## src/rtl/frame_pkg.sv

```systemverilog
// Shared types and defaults for the frame memory responder.
package frame_pkg;

  localparam int H_PIXELS_DEF    = 640;
  localparam int V_LINES_DEF     = 480;
  localparam int MEM_TIMEOUT_DEF = 16;
  localparam int ADDR_W          = 19;
  localparam int PIX_W           = 16;
  localparam int COORD_W         = 10;

  typedef enum logic [1:0] {
    ST_IDLE,
    ST_CHECK,
    ST_ACCESS,
    ST_DONE
  } state_t;

  // Request captured in IDLE; frozen for the whole transaction.
  typedef struct packed {
    logic               is_write;
    logic               use_sel;
    logic [COORD_W-1:0] row;
    logic [COORD_W-1:0] col;
    logic [PIX_W-1:0]   data;
  } req_t;

  // Counter width able to hold 0..n.
  function automatic int cnt_width(input int n);
    return (n < 2) ? 1 : $clog2(n + 1);
  endfunction

endpackage

```

## src/rtl/frame_mem_responder_if.sv

```systemverilog
// Request, response and memory-side signals of the frame responder.
interface frame_mem_responder_if;
  import frame_pkg::*;

  // requester side
  logic               Read;
  logic               Write;
  logic               Pixel_select;
  logic               Address_Reset;
  logic [COORD_W-1:0] Row_Data;
  logic [COORD_W-1:0] Col_Data;
  logic [PIX_W-1:0]   Frame_Data;
  logic               Busy;
  logic [PIX_W-1:0]   Rd_Data;
  logic               Rd_Valid;
  logic               Ack;
  logic               Err;

  // memory side
  logic               Mem_Req;
  logic               Mem_We;
  logic [ADDR_W-1:0]  Mem_Addr;
  logic [PIX_W-1:0]   Mem_WrData;
  logic [PIX_W-1:0]   Mem_RdData;
  logic               Mem_Ready;

  // requester plus memory model
  modport master (
    output Read, Write, Pixel_select, Address_Reset, Row_Data, Col_Data, Frame_Data,
    output Mem_RdData, Mem_Ready,
    input  Busy, Rd_Data, Rd_Valid, Ack, Err,
    input  Mem_Req, Mem_We, Mem_Addr, Mem_WrData
  );

  // the responder
  modport slave (
    input  Read, Write, Pixel_select, Address_Reset, Row_Data, Col_Data, Frame_Data,
    input  Mem_RdData, Mem_Ready,
    output Busy, Rd_Data, Rd_Valid, Ack, Err,
    output Mem_Req, Mem_We, Mem_Addr, Mem_WrData
  );

endinterface

```

## src/rtl/frame_addr_gen.sv

```systemverilog
// Pixel address generation: row/col linearisation, range check and the
// wrapping sequential pointer.
module frame_addr_gen
  import frame_pkg::*;
#(
  parameter int H_PIXELS = H_PIXELS_DEF,
  parameter int V_LINES  = V_LINES_DEF
) (
  input  logic               clk,
  input  logic               rst,
  input  logic               clr,
  input  logic               inc,
  input  logic [COORD_W-1:0] row,
  input  logic [COORD_W-1:0] col,
  output logic [ADDR_W-1:0]  lin_addr,
  output logic               in_range,
  output logic [ADDR_W-1:0]  ptr
);

  localparam logic [ADDR_W-1:0] ROW_STRIDE = ADDR_W'(H_PIXELS);
  localparam logic [ADDR_W-1:0] PTR_LAST   = ADDR_W'(H_PIXELS * V_LINES - 1);

  // Full-width product: 479*640+639 still fits in 19 bits.
  assign lin_addr = ADDR_W'(row) * ROW_STRIDE + ADDR_W'(col);
  assign in_range = (32'(row) < 32'(V_LINES)) && (32'(col) < 32'(H_PIXELS));

  // Pointer: clear beats increment, last pixel wraps to 0.
  always_ff @(posedge clk) begin
    if (rst || clr)
      ptr <= '0;
    else if (inc)
      ptr <= (ptr == PTR_LAST) ? '0 : ptr + ADDR_W'(1);
  end

endmodule

```

## src/rtl/frame_mem_responder.sv

```systemverilog
// Frame memory responder: turns level read/write requests into single
// memory accesses with range checking, timeout and strobed completion.
module frame_mem_responder
  import frame_pkg::*;
#(
  parameter int H_PIXELS    = H_PIXELS_DEF,
  parameter int V_LINES     = V_LINES_DEF,
  parameter int MEM_TIMEOUT = MEM_TIMEOUT_DEF
) (
  input logic                  CLK,
  input logic                  Reset,
  frame_mem_responder_if.slave bus
);

  localparam int                TCNT_W    = cnt_width(MEM_TIMEOUT);
  localparam logic [TCNT_W-1:0] TCNT_LAST = TCNT_W'(MEM_TIMEOUT - 1);

  state_t            state;
  req_t              req;
  logic [TCNT_W-1:0] tcnt;
  logic [ADDR_W-1:0] lin_addr;
  logic [ADDR_W-1:0] ptr;
  logic              in_range;
  logic              ptr_inc;

  // Only a completed pointer-sourced access advances the pointer.
  assign ptr_inc = (state == ST_ACCESS) && bus.Mem_Ready && !req.use_sel;

  frame_addr_gen #(
    .H_PIXELS (H_PIXELS),
    .V_LINES  (V_LINES)
  ) u_addr (
    .clk      (CLK),
    .rst      (Reset),
    .clr      (bus.Address_Reset),
    .inc      (ptr_inc),
    .row      (req.row),
    .col      (req.col),
    .lin_addr (lin_addr),
    .in_range (in_range),
    .ptr      (ptr)
  );

  // Transaction FSM; every output is registered here.
  always_ff @(posedge CLK) begin
    if (Reset) begin
      state          <= ST_IDLE;
      req            <= '0;
      tcnt           <= '0;
      bus.Busy       <= 1'b0;
      bus.Rd_Data    <= '0;
      bus.Rd_Valid   <= 1'b0;
      bus.Ack        <= 1'b0;
      bus.Err        <= 1'b0;
      bus.Mem_Req    <= 1'b0;
      bus.Mem_We     <= 1'b0;
      bus.Mem_Addr   <= '0;
      bus.Mem_WrData <= '0;
    end else begin
      bus.Rd_Valid <= 1'b0;
      bus.Ack      <= 1'b0;
      bus.Err      <= 1'b0;
      unique case (state)
        ST_IDLE: begin
          if (bus.Read || bus.Write) begin
            // read wins when both are requested
            req.is_write <= bus.Write && !bus.Read;
            req.use_sel  <= bus.Pixel_select;
            req.row      <= bus.Row_Data;
            req.col      <= bus.Col_Data;
            req.data     <= bus.Frame_Data;
            bus.Busy     <= 1'b1;
            state        <= ST_CHECK;
          end
        end
        ST_CHECK: begin
          if (req.use_sel && !in_range) begin
            bus.Err <= 1'b1;
            state   <= ST_DONE;
          end else begin
            bus.Mem_Addr   <= req.use_sel ? lin_addr : ptr;
            bus.Mem_We     <= req.is_write;
            bus.Mem_WrData <= req.data;
            bus.Mem_Req    <= 1'b1;
            tcnt           <= '0;
            state          <= ST_ACCESS;
          end
        end
        ST_ACCESS: begin
          if (bus.Mem_Ready) begin
            bus.Mem_Req <= 1'b0;
            bus.Ack     <= 1'b1;
            if (!req.is_write) begin
              bus.Rd_Data  <= bus.Mem_RdData;
              bus.Rd_Valid <= 1'b1;
            end
            state <= ST_DONE;
          end else if (tcnt == TCNT_LAST) begin
            bus.Mem_Req <= 1'b0;
            bus.Err     <= 1'b1;
            state       <= ST_DONE;
          end else begin
            tcnt <= tcnt + TCNT_W'(1);
          end
        end
        ST_DONE: begin
          bus.Busy <= 1'b0;
          state    <= ST_IDLE;
        end
        default: state <= ST_IDLE;
      endcase
    end
  end

endmodule

```

## src/flat_wrapper.sv

```systemverilog
// flat-port wrapper written by rule: the top's interface ports become plain ports
module frame_mem_responder_flat import frame_pkg::*;
#(
  parameter int H_PIXELS    = H_PIXELS_DEF,
  parameter int V_LINES     = V_LINES_DEF,
  parameter int MEM_TIMEOUT = MEM_TIMEOUT_DEF
)
  (CLK, Reset, bus_Read, bus_Write, bus_Pixel_select, bus_Address_Reset, bus_Row_Data, bus_Col_Data, bus_Frame_Data, bus_Mem_RdData, bus_Mem_Ready, bus_Busy, bus_Rd_Data, bus_Rd_Valid, bus_Ack, bus_Err, bus_Mem_Req, bus_Mem_We, bus_Mem_Addr, bus_Mem_WrData);
  frame_mem_responder_if bus_i ();
  input logic CLK;
  input logic Reset;
  input wire logic [$bits(bus_i.Read)-1:0] bus_Read;
  input wire logic [$bits(bus_i.Write)-1:0] bus_Write;
  input wire logic [$bits(bus_i.Pixel_select)-1:0] bus_Pixel_select;
  input wire logic [$bits(bus_i.Address_Reset)-1:0] bus_Address_Reset;
  input wire logic [$bits(bus_i.Row_Data)-1:0] bus_Row_Data;
  input wire logic [$bits(bus_i.Col_Data)-1:0] bus_Col_Data;
  input wire logic [$bits(bus_i.Frame_Data)-1:0] bus_Frame_Data;
  input wire logic [$bits(bus_i.Mem_RdData)-1:0] bus_Mem_RdData;
  input wire logic [$bits(bus_i.Mem_Ready)-1:0] bus_Mem_Ready;
  output wire logic [$bits(bus_i.Busy)-1:0] bus_Busy;
  output wire logic [$bits(bus_i.Rd_Data)-1:0] bus_Rd_Data;
  output wire logic [$bits(bus_i.Rd_Valid)-1:0] bus_Rd_Valid;
  output wire logic [$bits(bus_i.Ack)-1:0] bus_Ack;
  output wire logic [$bits(bus_i.Err)-1:0] bus_Err;
  output wire logic [$bits(bus_i.Mem_Req)-1:0] bus_Mem_Req;
  output wire logic [$bits(bus_i.Mem_We)-1:0] bus_Mem_We;
  output wire logic [$bits(bus_i.Mem_Addr)-1:0] bus_Mem_Addr;
  output wire logic [$bits(bus_i.Mem_WrData)-1:0] bus_Mem_WrData;
  assign bus_i.Read = bus_Read;
  assign bus_i.Write = bus_Write;
  assign bus_i.Pixel_select = bus_Pixel_select;
  assign bus_i.Address_Reset = bus_Address_Reset;
  assign bus_i.Row_Data = bus_Row_Data;
  assign bus_i.Col_Data = bus_Col_Data;
  assign bus_i.Frame_Data = bus_Frame_Data;
  assign bus_i.Mem_RdData = bus_Mem_RdData;
  assign bus_i.Mem_Ready = bus_Mem_Ready;
  assign bus_Busy = bus_i.Busy;
  assign bus_Rd_Data = bus_i.Rd_Data;
  assign bus_Rd_Valid = bus_i.Rd_Valid;
  assign bus_Ack = bus_i.Ack;
  assign bus_Err = bus_i.Err;
  assign bus_Mem_Req = bus_i.Mem_Req;
  assign bus_Mem_We = bus_i.Mem_We;
  assign bus_Mem_Addr = bus_i.Mem_Addr;
  assign bus_Mem_WrData = bus_i.Mem_WrData;
  frame_mem_responder #(.H_PIXELS(H_PIXELS), .V_LINES(V_LINES), .MEM_TIMEOUT(MEM_TIMEOUT)) u_core (.CLK(CLK), .Reset(Reset), .bus(bus_i));
endmodule
```

## config.mk

```make
export PLATFORM = sky130hd
export DESIGN_NAME = frame_mem_responder_flat
export DESIGN_NICKNAME = d
export VERILOG_FILES = /design/src/rtl/frame_pkg.sv /design/src/rtl/frame_mem_responder_if.sv /design/src/rtl/frame_addr_gen.sv /design/src/rtl/frame_mem_responder.sv /design/src/flat_wrapper.sv
export SDC_FILE = /design/constraint.sdc
export NUM_CORES = 1
export LEC_CHECK = 0
export CAP_MARGIN = 20
export CORE_MARGIN = 3
export CORE_UTILIZATION = 35
export CTS_BUF_LIST = sky130_fd_sc_hd__clkbuf_8
export CTS_CLUSTER_DIAMETER = 50
export DETAILED_ROUTE_END_ITERATION = 8
export SLEW_MARGIN = 20
export SYNTH_ARGS = -nofsm -noshare
export SYNTH_HDL_FRONTEND = slang
export SYNTH_HIERARCHICAL = 1
export SYNTH_SLANG_ARGS = --single-unit
```

## constraint.sdc

```tcl
create_clock -name CLK -period 6.5 [get_ports CLK]
set_input_delay 1.3 -clock CLK [delete_from_list [all_inputs] [get_ports CLK]]
set_output_delay 1.3 -clock CLK [all_outputs]
set_load 0.01 [all_outputs]
```

==> results.ini, run 1 <==
[setup_path]
end_kind = register
endpoint = u_core/u_addr/ptr[7]
critPathLaunch = bus_Mem_Ready
r2r_slack_ns = 3.28
r2r-end = u_core/bus.Mem_Addr[17]
r2r_cells = 10
cp_max_fo = 16
worstReg2RegStart = u_core/req[27]
startpoint_type = input port
crit_required_ns = 6.79
arrival_ns = 3.93
path_class = in -> reg

[final_layout]
diodes = 0
n_fill_cell = 1573
syn2layout_area_growth_pct = 29.9
nets = 855
layout-drive-gt1-share_pct = 6.79
final_cell_mix = 121 x dfxtp_1, 120 x nand2_1, 114 x clkdlybuf4s50_1
stdcell_count = 996
mostFrequentLayoutCell = dfxtp_1

[cts]
cts_resized = 0
clk_pin_slew_ns = 0.08
cts_tree = built
root_buffer = clkbuf_8
cts_hold_buf = 0
htree_num_levels = 4
clk_path_buf_depth = 2
numCtsBuffers = 17
clock-sinks = 121
clk-insertion-delay-late_ns = 0.45
post_cts_buffers = 0

[timing]
max_freq_ghz = 0.275
setup_viol = 0
slew_violations = 0
clock_skew_ns = 0.0116
rsz0062_at_grt = no
layout_min_cycle_time_ns = 3.64
maxSlewHeadroom_pct = 26.7
worst_pin_slew_ns = 1.09
finalCritPeriodShare_pct = 56.0
setup_tns_ns = 0
hold_viol = 0

[power_and_ir_drop]
pwr-share-clk_pct = 29.0
irDropWorstVdd_mv = 0.164
pwr-share-seq_pct = 35.5
power_leakage_nw = 2.64
intPower_mw = 1.77
power_mw = 2.73
p_comb_share_pct = 35.5
swShare_pct = 35.2
netSwitchingPower_uw = 960
powerDensity_mw_per_mm2 = 368

[global_routing]
grt_first_pass_wirelength_um = 24200
grt_pass1_vias = 4914
grtUsageTotal_pct = 16.6
antenna_found_initial = 0
gr-total-overflow = 0
grt_max_degree = 108

[min_path]
min_path_cells = 2
hp-class = reg -> reg

[run_status]
outcome = completed

[synthesis]
async_flop_share_pct = 0
yosysTopAreaCell = dfxtp_1
syn_nets = 764
synth.avg_cell_area_um2 = 8.44
yosysTopAreaCellShare_pct = 42.4
synth_area_mm2 = 0.00571
synth-main-ff-cell = dfxtp_1
yosys_warnings = 6
ys_ff_latch = 121
synth_area_leaders = dfxtp_1 42%, a21oi_1 8.9%, nand2_1 7.9%
netlist_instances = 676
synth-edff-count = 0
synth.yosys.seq_area_share_pct = 42.4
yosysUniqueCellTypes = 61

[route]
drtAntennaViolNets = 0
wl_per_cell_um = 14.8
viasPerCell = 5.05
wirelength_um = 14700
drt-initial-drc-count = 392
first_pass_iters = 5
drc_errors = 0
vias = 5033

[placement]
dpl.hpwl_um = 10000
dp.cells = 964
port_buffers = 115
place.gp.congestion = 0.845

[floorplan]
die_w_um = 134
row_count = 46
start_util_pct = 35.8
coreArea_mm2 = 0.0159
num_io_pins = 116
die-area_mm2 = 0.0179
die_y_um = 134

[run]
maxCapViolations = 0

[cells in the mapped netlist (3+ instances only)]
cell and instances:
nor3_1 10, clkbuf_1 28, xor2_1 10, nand3_1 28, a21o_1 4, a31oi_1 3, buf_2 7, or3_1 4
o21a_1 4, nand3b_1 4, nand4_1 8, xnor2_1 22, and3_1 5, buf_1 5, nand2b_1 5, a211oi_1 20
inv_1 14, nor3b_1 3, buf_4 8, nand2_1 120, nor2_1 27, a21oi_1 101, o31ai_1 3, dfxtp_1 121
ha_1 27, o21ai_0 25, mux2i_1 19
[worst max-delay path, stage by stage]
cell and delay (ns):
clkdlybuf4s50_1 0.60, nand2_1 0.14, nor2_1 0.48, nand3_2 0.29, o31ai_2 0.99, nor2_1 0.13
[layer usage]
metal	vias up	global-route usage [%]	part of all wire, %
met5	-	0	0
met4	0	5.26	1.2
met3	18	4.46	4.1
met2	117	27.4	48
met1	2359	21.2	47
li1	2539	-	-
[stage by stage]
| stage | hold WS [ns] | utilization, % | cell area, um2 | worst slack (ns) |
|---|---|---|---|---|
| after floorplan | 0.437 | - | 5710 | 3.58 |
| after global placement | 0.444 | 43.6 | 6950 | 2.52 |
| after detailed placement | 0.447 | 43.6 | 6950 | 2.47 |
| after CTS | 0.457 | 46.5 | 7410 | 2.95 |
| after global routing | 0.474 | 46.5 | 7420 | 2.64 |
| final | 0.454 | 46.5 | 7420 | 2.86 |
[power groups by stage]
stage / Combinational [mW] / Clock [mW] / Sequential, mW
after global placement: 0.947 / 0 / 0.983
after detailed placement: 0.967 / 0 / 0.987
after floorplan: 0.609 / 0 / 1.00
final: 0.969 / 0.791 / 0.970
after global routing: 1.07 / 0.840 / 0.987
after CTS: 0.974 / 0.807 / 0.972
[state kept, by name, indices dropped and copies added (netlist names)]
| signal | count |
|---|---|
| u_core/u_addr/ptr | 19 |
| u_core/bus.Mem_Addr | 19 |
| u_core/req | 38 |
| u_core/state | 2 |
| u_core/bus.Rd_Valid | 1 |
| u_core/bus.Mem_WrData | 16 |
| u_core/bus.Busy | 1 |
| u_core/bus.Rd_Data | 16 |
| u_core/bus.Ack | 1 |
| u_core/tcnt | 5 |
| u_core/bus.Err | 1 |
| u_core/bus.Mem_We | 1 |
| u_core/bus.Mem_Req | 1 |
[cell families after synthesis]
kind of cell | count (synthesis) | share of synthesized area [%]
compound gates | 180 | 18.9
xor+xnor | 32 | 4.91
flops | 121 | 42.4
mux | 20 | 3.53
fa+ha+maj | 29 | 6.62
simple gates | 230 | 18.6
buf+inv | 64 | 5.02
[how the worst min path moves through the flow]
| stage | slack (ns) | to | startpoint |
|---|---|---|---|
| CTS | 0.46 | u_core/req[22] | u_core/req[22] |
| global placement | 0.44 | u_core/bus.Rd_Data[3] | u_core/bus.Rd_Data[3] |
| floorplan | 0.44 | u_core/req[0] | u_core/req[0] |
| global route | 0.47 | u_core/req[4] | u_core/req[4] |
| detailed placement | 0.45 | u_core/req[22] | u_core/req[22] |
| finish | 0.45 | u_core/bus.Rd_Data[3] | u_core/bus.Rd_Data[3] |
[final cells by class]
type,instances,area (um2),area share [%]
Timing Repair Buffer,121,1200,16.1
Tap cell,216,270,3.64
Clock buffer,18,248,3.34
Multi-Input combinational cell,491,3000,40.5
Inverter,15,56.3,0.759
Clock inverter,14,220,2.97
Sequential cell,121,2420,32.7
Power figures use the tool's default switching activity.
==> run 2: changes to the inputs <==
==> constraint.sdc (replaced) <==
create_clock -name CLK -period 3.7 [get_ports CLK]
set_input_delay 0.74 -clock CLK [delete_from_list [all_inputs] [get_ports CLK]]
set_output_delay 0.74 -clock CLK [all_outputs]
set_load 0.01 [all_outputs]
==> results.ini, run 2 (same netlist as run 1, synthesis figures left out) <==
[floorplan]
die-area_mm2 = 0.0179  ; unchanged
start_util_pct = 35.8  ; unchanged
coreArea_mm2 = 0.0159  ; unchanged
num_io_pins = 116  ; unchanged
die_w_um = 134  ; unchanged
row_count = 46  ; unchanged
die_y_um = 134  ; unchanged

[timing]
maxSlewHeadroom_pct = 41.7  ; was 26.7%
fin_ws_ns = 0.556  ; was 2.86 ns
worst_pin_slew_ns = 0.873  ; was 1.09 ns
hold_viol = 0  ; unchanged
layout_min_cycle_time_ns = 3.14
clock_skew_ns = 0.0130  ; was 0.0116 ns
finalCritPeriodShare_pct = 85.0
setup_tns_ns = 0  ; unchanged
max_freq_ghz = 0.318
rsz0062_at_grt = no  ; unchanged
setup_viol = 0  ; unchanged
slew_violations = 0  ; unchanged

[power_and_ir_drop]
power_leakage_nw = 2.61  ; was 2.64 nW
powerDensity_mw_per_mm2 = 622  ; was 368 mW/mm2
irDropWorstVdd_mv = 0.255  ; was 0.164 mV

[final_layout]
final_cell_mix = 121 x dfxtp_1, 120 x nand2_1, 114 x clkdlybuf4s50_1  ; unchanged
layout-drive-gt1-share_pct = 7.04  ; was 6.79%
n_fill_cell = 1539  ; was 1,573
ff_latch_area_mm2 = 0.00242  ; unchanged
diodes = 0  ; unchanged
finish.utilization_pct = 46.1  ; was 46.5%
mostFrequentLayoutCell = dfxtp_1  ; unchanged
nets = 857  ; was 855
multiInputGateArea_mm2 = 0.00301  ; was 0.00300 mm2
stdcell_count = 997  ; was 996
reg_top3 = u_core/req (38), u_core/bus.Mem_Addr (19), u_core/u_addr/ptr (19)  ; unchanged
largest-register = u_core/req  ; unchanged
syn2layout_area_growth_pct = 28.8  ; was 29.9%
largest_register_ffs = 38  ; unchanged

[cts]
clock-sinks = 121  ; unchanged
cts_resized = 0  ; unchanged
cts_hold_buf = 0  ; unchanged
clk_pin_slew_ns = 0.07  ; was 0.08 ns
root_buffer = clkbuf_8  ; unchanged
htree_num_levels = 4  ; unchanged
clk_path_buf_depth = 2  ; unchanged
cts_tree = built  ; unchanged
clk-insertion-delay-late_ns = 0.44  ; was 0.45 ns
post_cts_buffers = 0  ; unchanged
numCtsBuffers = 17  ; unchanged

[setup_path]
crit_required_ns = 4.05  ; was 6.79 ns
path_class = reg -> reg  ; was in -> reg
startpoint_type = register  ; was input port
arrival_ns = 3.49  ; was 3.93 ns
r2r_cells = 10  ; unchanged
end_kind = register  ; unchanged
cp_max_fo = 4  ; was 16

[min_path]
min_path_cells = 2  ; unchanged
hp-class = reg -> reg  ; unchanged

[global_routing]
gr-total-overflow = 0  ; unchanged
grt_pass1_vias = 4803  ; was 4,914
antenna_found_initial = 0  ; unchanged
grt_max_degree = 70  ; was 108
grtUsageTotal_pct = 16.5  ; was 16.6%
grt_first_pass_wirelength_um = 24000  ; was 24,200 um

[placement]
dpl.hpwl_um = 10300  ; was 10,000 um
port_buffers = 115  ; unchanged
dp_slack_ns = 0.597  ; was 2.47 ns
dp.cells = 966  ; was 964
place.gp.congestion = 0.823  ; was 0.845

[route]
vias = 5114  ; was 5,033
wl_per_cell_um = 14.9  ; was 14.8 um
first_pass_iters = 5  ; unchanged
drt-initial-drc-count = 309  ; was 392
wirelength_um = 14800  ; was 14,700 um
drtAntennaViolNets = 0  ; unchanged
viasPerCell = 5.13  ; was 5.05
drc_errors = 0  ; unchanged

[run]
maxCapViolations = 0  ; unchanged

[run_status]
outcome = completed  ; unchanged

run 2: final timing paths:
| path | from | slack [ns] | endpoint |
|---|---|---|---|
| worst min register to register | u_core/bus.Rd_Data[1] | 0.46 | u_core/bus.Rd_Data[1] |
| worst max-delay path | u_core/req[27] | 0.56 | u_core/bus.Mem_Addr[17] |
| worst max register to register | u_core/req[27] | 0.56 | u_core/bus.Mem_Addr[17] |
| worst min-delay path | u_core/bus.Rd_Data[1] | 0.46 | u_core/bus.Rd_Data[1] |
run 2: power by group:
group / internal, mW / switching [mW] / total [mW]
Clock: 0.619 / 0.535 / 1.15
Sequential: 1.55 / 0.165 / 1.71
Combinational: 0.739 / 0.965 / 1.70
Total: 2.91 / 1.67 / 4.57
run 2: critical path, stage by stage (launching register included):
cell and delay [ns]:
dfxtp_1 0.34, ha_1 0.30, ha_1 0.26, fa_1 0.52, xnor2_1 0.20, or4_4 0.51, a211oi_4 0.27, nand4b_1 0.17
xnor2_1 0.16, mux2i_1 0.09, a211oi_1 0.24
run 2: per-layer routing:
layer	routed length, um	vias up	GRT usage, %
met1	6910	2418	21.3
met2	6960	134	26.6
met3	727	20	4.57
li1	-	2542	-
met5	0	-	0
met4	229	0	5.37
run 2: final cells by class:
cell class / instances / share of cell area (%)
clock buffer: 22 / 4.12
clock inverter: 9 / 1.21
inverter: 15 / 0.766
multi-input combinational: 491 / 40.9
sequential: 121 / 32.9
tap: 216 / 3.67
timing repair buffer: 123 / 16.4
run 2: stage by stage:
stage | hold WS, ns | power [mW] | area [um2]
2_1_floorplan | 0.437 | 2.83 | 5710
3_3_place_gp | 0.442 | 3.40 | 6960
3_5_place_dp | 0.447 | 3.44 | 6960
4_1_cts | 0.458 | 4.61 | 7350
5_1_grt | 0.471 | 4.88 | 7350
6_report | 0.456 | 4.57 | 7350
